**src/rtl/reg_load_arbiter.sv**
```systemverilog
// Round-robin arbiter loading one of four registers over a shared bus: IDLE->SETUP->LOAD->ACK.
// Latency: 4 cycles per transfer; requests are sampled only in IDLE and wait while busy.
module reg_load_arbiter #(
    parameter int WIDTH = 8
) (
    input  logic               clk,
    input  logic               rst_n,
    input  logic [3:0]         req,
    input  logic [4*WIDTH-1:0] req_data,
    input  logic [7:0]         req_dst,
    output logic [3:0]         ack,
    output logic [WIDTH-1:0]   bus_d,
    output logic [3:0]         ei,
    output logic               busy,
    output logic [1:0]         last_grant
);

    typedef enum logic [1:0] {
        IDLE  = 2'd0,
        SETUP = 2'd1,
        LOAD  = 2'd2,
        ACK   = 2'd3
    } state_t;

    state_t           state_q;
    logic [3:0]       ack_q;
    logic [3:0]       ei_q;
    logic [WIDTH-1:0] bus_q;
    logic [1:0]       dst_q;
    logic [1:0]       lg_q;
    logic             busy_q;
    logic [1:0]       winner_d;

    // Search starts one past the previous winner and wraps.
    always_comb begin
        logic       found;
        logic [1:0] idx;
        winner_d = lg_q;
        found    = 1'b0;
        idx      = 2'd0;
        for (int k = 1; k <= 4; k++) begin
            idx = lg_q + 2'(k);
            if (!found && req[idx]) begin
                winner_d = idx;
                found    = 1'b1;
            end
        end
    end

    always_ff @(posedge clk or negedge rst_n) begin
        if (!rst_n) begin
            state_q <= IDLE;
            ack_q   <= 4'd0;
            ei_q    <= 4'd0;
            bus_q   <= '0;
            dst_q   <= 2'd0;
            lg_q    <= 2'd3;
            busy_q  <= 1'b0;
        end else begin
            case (state_q)
                IDLE: begin
                    if (|req) begin
                        state_q <= SETUP;
                        busy_q  <= 1'b1;
                        lg_q    <= winner_d;
                        bus_q   <= req_data[winner_d*WIDTH +: WIDTH];
                        dst_q   <= req_dst[winner_d*2 +: 2];
                    end
                end
                SETUP: begin
                    state_q <= LOAD;
                    ei_q    <= 4'b0001 << dst_q;
                end
                LOAD: begin
                    state_q <= ACK;
                    ei_q    <= 4'd0;
                    ack_q   <= 4'b0001 << lg_q;
                end
                ACK: begin
                    state_q <= IDLE;
                    ack_q   <= 4'd0;
                    busy_q  <= 1'b0;
                end
                default: begin
                    state_q <= IDLE;
                    ack_q   <= 4'd0;
                    ei_q    <= 4'd0;
                    busy_q  <= 1'b0;
                end
            endcase
        end
    end

    assign ack        = ack_q;
    assign ei         = ei_q;
    assign bus_d      = bus_q;
    assign busy       = busy_q;
    assign last_grant = lg_q;

endmodule

```
**config.mk**
```make
export PLATFORM = sky130hd
export DESIGN_NAME = reg_load_arbiter
export DESIGN_NICKNAME = d
export VERILOG_FILES = /design/src/rtl/reg_load_arbiter.sv
export SDC_FILE = /design/constraint.sdc
export NUM_CORES = 1
export LEC_CHECK = 0
export BUFFER_PORTS_ARGS = -buffer_cell sky130_fd_sc_hd__buf_4
export CORE_MARGIN = 2
export CORE_UTILIZATION = 45
export CTS_CLUSTER_SIZE = 25
export DETAILED_ROUTE_END_ITERATION = 8
export PLACE_DENSITY = 0.75
export SYNTH_ARGS = -nofsm -noshare
export SYNTH_HDL_FRONTEND = slang
export SYNTH_SLANG_ARGS = --single-unit
```
**constraint.sdc**
```tcl
create_clock -name clk -period 3.1 [get_ports clk]
set_clock_uncertainty 0.05 [all_clocks]
set_input_delay 0.155 -clock clk [delete_from_list [all_inputs] [get_ports clk]]
set_output_delay 0.155 -clock clk [all_outputs]
set_load 0.02 [all_outputs]
```
* After elaboration in Yosys (flattened, before gate mapping)
Cells that the tools add are included.
** Storage, ports and cells
- Logic and storage cells :: 56
- Register bits :: 23
** Cells by class
- $lt $le $gt $ge :: 4
- Equality and inequality tests :: 4
- Add/sub/neg operators :: 3
- Shifts and indexed selects :: 4
- Reduce and logical (&&, ||, !) cells :: 13
- Mux-type cells :: 21
** Operators with widths (count)
- $shiftx 32x6->8 :: 1
- $pmux 4 s2 :: 2
- $lt 2x3->1 const B :: 4
- $mux 2 :: 5
- $bmux 1 s2 :: 4
- $mux 1 :: 8
- $pmux 2 s4 :: 1
- $shiftx 8x4->2 :: 1
- $shl 1x2->4 const A :: 2
- $reduce_bool 2->1 :: 3
- $add 2x2->2 const B :: 2
- $eq 2x2->1 const B :: 2
- $reduce_and 2->1 :: 2
- $reduce_or 4->1 :: 1
- $logic_and 1x1->1 :: 3
- $logic_not 1->1 :: 3
- $add 2x1->2 const B :: 1
- $eq 2x1->1 const B :: 1
- $logic_not 2->1 :: 1
- $ne 2x2->1 const B :: 1
- $pmux 1 s2 :: 1

* Depth between registers and ports, before layout
- Word-level depth :: 14
- Mapped depth :: 10

* Worst setup path before layout
Ideal clock, no wire load.
- Path kind :: flip-flop to flip-flop
- Start point :: reg lg_q[1] (netlist: last_grant[1])
- End point :: reg bus_q[0] (netlist: bus_d[0])
- Data required time :: 2.916 ns
- Buffers on the path :: 2
- Period minus slack after synthesis :: 2.469 ns
- Data arrival time :: 2.284 ns
- Setup slack :: 0.631 ns
- Cell stages (with the launch flop) :: 11
- Cells stage by stage :: dfstp_2 -> buf_6 -> inv_1 -> ha_1 -> mux2i_1 -> a21o_1 -> nand2_1 -> clkbuf_1 -> nand2_1 -> a211oi_1 -> o31ai_1
** On the way
- Longest elaborated chain between the ends :: 14
- Elaborated cells between the ends (all ways) :: 25
- Classes of those cells :: add/sub: 3; shift: 1; mux: 15; reduce/logical: 6
** RTL lines
- from (decl) :: RTL line 30 : logic [1:0] lg_q;
- from (signal assigned) :: RTL line 65 : lg_q <= winner_d;
- $add 2x1->2 :: RTL line 42 : idx = lg_q + 2'(k);
- $bmux 1 s2 :: RTL line 43 : if (!found && req[idx]) begin
- $mux 1 (implied by the code) :: RTL line 43
- $mux 1 :: RTL line 43
- $logic_not 1->1 :: RTL line 43
- $logic_and 1x1->1 :: RTL line 43
- $mux 1 :: RTL line 43
- $logic_not 1->1 :: RTL line 43
- $logic_and 1x1->1 :: RTL line 43
- $mux 1 :: RTL line 43
- $logic_not 1->1 :: RTL line 43
- $logic_and 1x1->1 :: RTL line 43
- $mux 2 (*) :: RTL line 43
- $shiftx 32x6->8 (*) :: RTL line 66 : bus_q <= req_data[winner_d*WIDTH +: WIDTH];
- to (signal assigned) :: RTL line 66
- to (decl) :: RTL line 28 : logic [WIDTH-1:0] bus_q;
Mark *: on every way between the ends. The rest lies on a longest branch, timed or not. The select of a mux whose other input is x is not followed.
A chain may end at the register's enable or synchronous reset.

* Worst setup path after layout
- Start point :: reg lg_q[0] (netlist: last_grant[0])
- End point :: reg dst_q[1]
** On the way
- Longest elaborated chain between the ends :: 14
- Elaborated cells between the ends (all ways) :: 25
- Classes of those cells :: add/sub: 3; shift: 1; mux: 15; reduce/logical: 6
** RTL lines
- $add 2x1->2 :: RTL line 42
- $bmux 1 s2 :: RTL line 43
- $mux 1 (implied by the code) :: RTL line 43
- $mux 1 :: RTL line 43
- $logic_not 1->1 :: RTL line 43
- $logic_and 1x1->1 :: RTL line 43
- $mux 1 :: RTL line 43
- $logic_not 1->1 :: RTL line 43
- $logic_and 1x1->1 :: RTL line 43
- $mux 1 :: RTL line 43
- $logic_not 1->1 :: RTL line 43
- $logic_and 1x1->1 :: RTL line 43
- $mux 2 (*) :: RTL line 43
- $shiftx 8x4->2 (*) :: RTL line 67 : dst_q <= req_dst[winner_d*2 +: 2];
- to (signal assigned) :: RTL line 67
- to (decl) :: RTL line 29 : logic [1:0] dst_q;
Marked as above.

==> results.txt <==
The run finished with clean final reports. For this run, the detailed router's first-pass iteration total came to 4. The type of element launching the critical path was a register. Yosys attributes the largest share of cell area to sky130_fd_sc_hd__dfrtp_1 (33%), sky130_fd_sc_hd__ha_1 (6.2%), sky130_fd_sc_hd__o211a_1 (6.2%), sky130_fd_sc_hd__o31ai_1 (5.1%), sky130_fd_sc_hd__a211oi_1 (4.7%). The aggregate global-route resource usage was 0.197. 65 I/O pins were placed. The period utilization was 0.881.

Setup violations remaining at the end of the flow were counted as 0. Entering global routing, the biggest net connects 26 pins. The internal power was 1120 µW; the remaining routing DRC violations was 0.

The library cell with the largest summed area after synthesis is sky130_fd_sc_hd__dfrtp_1. Post-CTS timing repair inserted 0 buffers for setup. Global routing finished with a remaining overflow of 0.

H-tree depth: 1. In this run the deepest clock path goes through 2 buffers. The tightest min-delay check is of the in -> reg type. The floorplan step set the die width to 63.8 µm. The routed via count divided by cell count works out to 5.29. The first global-routing pass estimated 6.57 mm of wire.

The fraction of final layout cells sized beyond drive strength 1 came out at 0.316. The number of enable flip-flop cells after synthesis was 0. The analysis attributes to net switching a power of 1010 µW. The share of total power consumed by net switching came out at 0.473.

The area overhead of the layout relative to synthesis came out at 32.8%. The final layout contains routed wiring with a total length of 3.83 mm. The via count of the first global-routing pass was 1521.

From bottom edge to top edge, the die measures 63.8 µm. Setup repair after global routing left no endpoint under its margin. The slew of the pin with the lowest slew margin is 779 ps. The tools report the root buffer cell as sky130_fd_sc_hd__clkbuf_4. After routing the design area is 0.00214 mm². The worst setup path is captured at a register.

Across all layers, the routed design uses 1534 vias. The count of unique library cells instantiated by Yosys is 35. Yosys printed 0 warnings. For this run, the top clock speed supported by timing is 0.366 GHz. The number of storage elements in the synthesis netlist works out to 23.

The number of clock buffers added by TritonCTS is 3. The total of buffers placed on input and output ports was 64. The count of antenna-violating nets left after detailed routing is 0, and the number of antenna cells inserted is 0. Time the final worst path needs with I/O delays and setup: 2730 ps. Leaving out fill and tap cells, the most frequent cell in the layout is sky130_fd_sc_hd__buf_4. The placement-stage cell area is 0.00210 mm².

The fraction of registers with async set/reset works out to 1.00. The depth of the worst hold-timing path came out at 3. The number of clock sinks was 23; the area share of the largest cell type after synthesis was 0.326. TritonCTS built the clock tree. The tools report the combinational fraction of design power as 0.665.

The core region is 0.00339 mm². In this run the power density over the cells is 992 mW/mm². The net count of the finished layout was 299. The per-cell routed wire length was 13.2 µm. The tool flagged a number of max-cap violations equal to 0.

For the part of the total power dissipated in the clock network, the log shows 0.071. On the final layout, the worst hold slack is 116 ps. In the layout the commonest cells are sky130_fd_sc_hd__buf_4 (67), sky130_fd_sc_hd__dfrtp_1 (21), sky130_fd_sc_hd__inv_1 (20), sky130_fd_sc_hd__nand2_1 (19), sky130_fd_sc_hd__nand3_1 (12).

For the relative slew slack, the log shows 0.479. The tools report the number of design-rule violations left by the first detailed-router iteration as 75. The full die area is 0.00408 mm², and the number of antenna violations at the first check in global routing is 0. Counting every instance in the synthesized netlist gives 186.

The leakage component of the power came out at 0.00116 µW. The HPWL after detailed placement is 2.91 mm. The proportion of synthesized chip area in sequential cells was 0.359; the post-synthesis instance area was 0.00161 mm². The share of total power in sequential cells was 0.264. Register clock-pin slew on the reported worst setup and hold paths: 150 ps.

Of all nets on the critical path, the largest fanout is 10. STA puts the critical path data required time at 3270 ps. The average instance area after synthesis works out to 8.66 µm².

Prevailing post-synth register cell: sky130_fd_sc_hd__dfrtp_1. The depth of the worst register-to-register path is 8, and the peak ir drop on the vdd network is 0.375 mV. The tools report the insertion delay of the later-clocked pin in the worst-skew pair as 320 ps.

Routability-driven placement finished with a final weighted congestion of 0.852. Adding up every negative setup slack in the final design gives 0 ps. The post-synthesis net count was 240. STA puts the critical path data arrival time at 2900 ps.

For the final-report max-slew violation count, the log shows 0. The critical path is of the reg -> reg type. The standard-cell row count is 21. The hold violation count in the final report is 0. The tools report the starting density of the core as 0.475.
==> power by group through the flow <==
stage	sequential [µW]	clock [µW]	combinational [µW]
CTS	564	149	1430
finish	560	151	1410
global route	585	164	1570
floorplan	662	0	952
global placement	565	0	1400
detailed placement	568	0	1420
==> cell type report <==
type	instances	area [µm²]
clock buffers	3	22.5
well taps	46	57.6
repair buffers	68	513
clock inverters	1	7.51
inverters	20	75.1
multi-input cells	129	887
flip-flops and latches	23	578
fillers	310	1250
==> cells in the mapped netlist, drive strengths merged (3+ instances only) <==
library cell,number
dfrtp,21
inv,20
nand2,19
nand3,12
o31ai,11
a211oi,10
and3,10
clkbuf,10
o211a,10
nor2,9
ha,8
o21ai,8
mux2i,5
a21oi,4
buf,4
mux2,3
o32ai,3
==> metal layers <==
layer | routed length (µm) | track usage
met1 | 1750 | 0.251
met2 | 1870 | 0.352
met4 | 21 | 0.0272
met3 | 190 | 0.0370
met5 | 0 | 0
==> per-stage QoR <==
| stage | total power (µW) | util | setup slack [ps] | std cells |
|---|---|---|---|---|
| after floorplan | 1610 | - | 631 | 186 |
| after global placement | 1970 | 0.620 | 450 | 285 |
| after detailed placement | 1990 | 0.620 | 363 | 285 |
| after CTS | 2140 | 0.632 | 359 | 290 |
| after global routing | 2320 | 0.632 | 68.1 | 290 |
| final | 2120 | 0.632 | 368 | 290 |
==> cells by family (layout without fill, tap and decap cells) <==
family          after synthesis  in the layout  share of synthesized area
mux                           8              8                     0.0543
flops                        23             23                      0.359
compound gates               53             53                      0.251
fa+ha+maj                     8              8                     0.0621
buf+inv                      34             92                     0.0908
simple gates                 60             60                      0.183
==> path summary, 6_finish.rpt <==
check	from	endpoint	slack (ps)
max	last_grant[0]	dst_q[1]	370
min	req_data[26]	bus_d[2]	120
max reg2reg	last_grant[0]	dst_q[1]	370
min reg2reg	bus_d[3]	bus_d[3]	470
max in group asynchronous	rst_n	last_grant[1]	2510
min in group asynchronous	rst_n	ei[3]	190
==> worst max-delay path: stages (launching register included) <==
cell	delay, ps
sky130_fd_sc_hd__dfstp_2	650
sky130_fd_sc_hd__inv_1	140
sky130_fd_sc_hd__ha_1	400
sky130_fd_sc_hd__nor2_1	60
sky130_fd_sc_hd__a21oi_1	180
sky130_fd_sc_hd__nand3_1	290
sky130_fd_sc_hd__and2_1	400
sky130_fd_sc_hd__o211a_1	260
sky130_fd_sc_hd__o31ai_1	210
==> flip-flops by register name (all words and copies together), names as in the netlist <==
signal      flops
ack             4
bus_d           8
busy            1
dst_q           2
ei              4
last_grant      2
state_q         2
==> what timing repair did <==
item                      in CTS  in global routing
gates resized for setup        0                  0
hold buffers                   1                  0
hold endpoints to repair      23                  0
No activity file was read; power rests on OpenSTA's default activity.
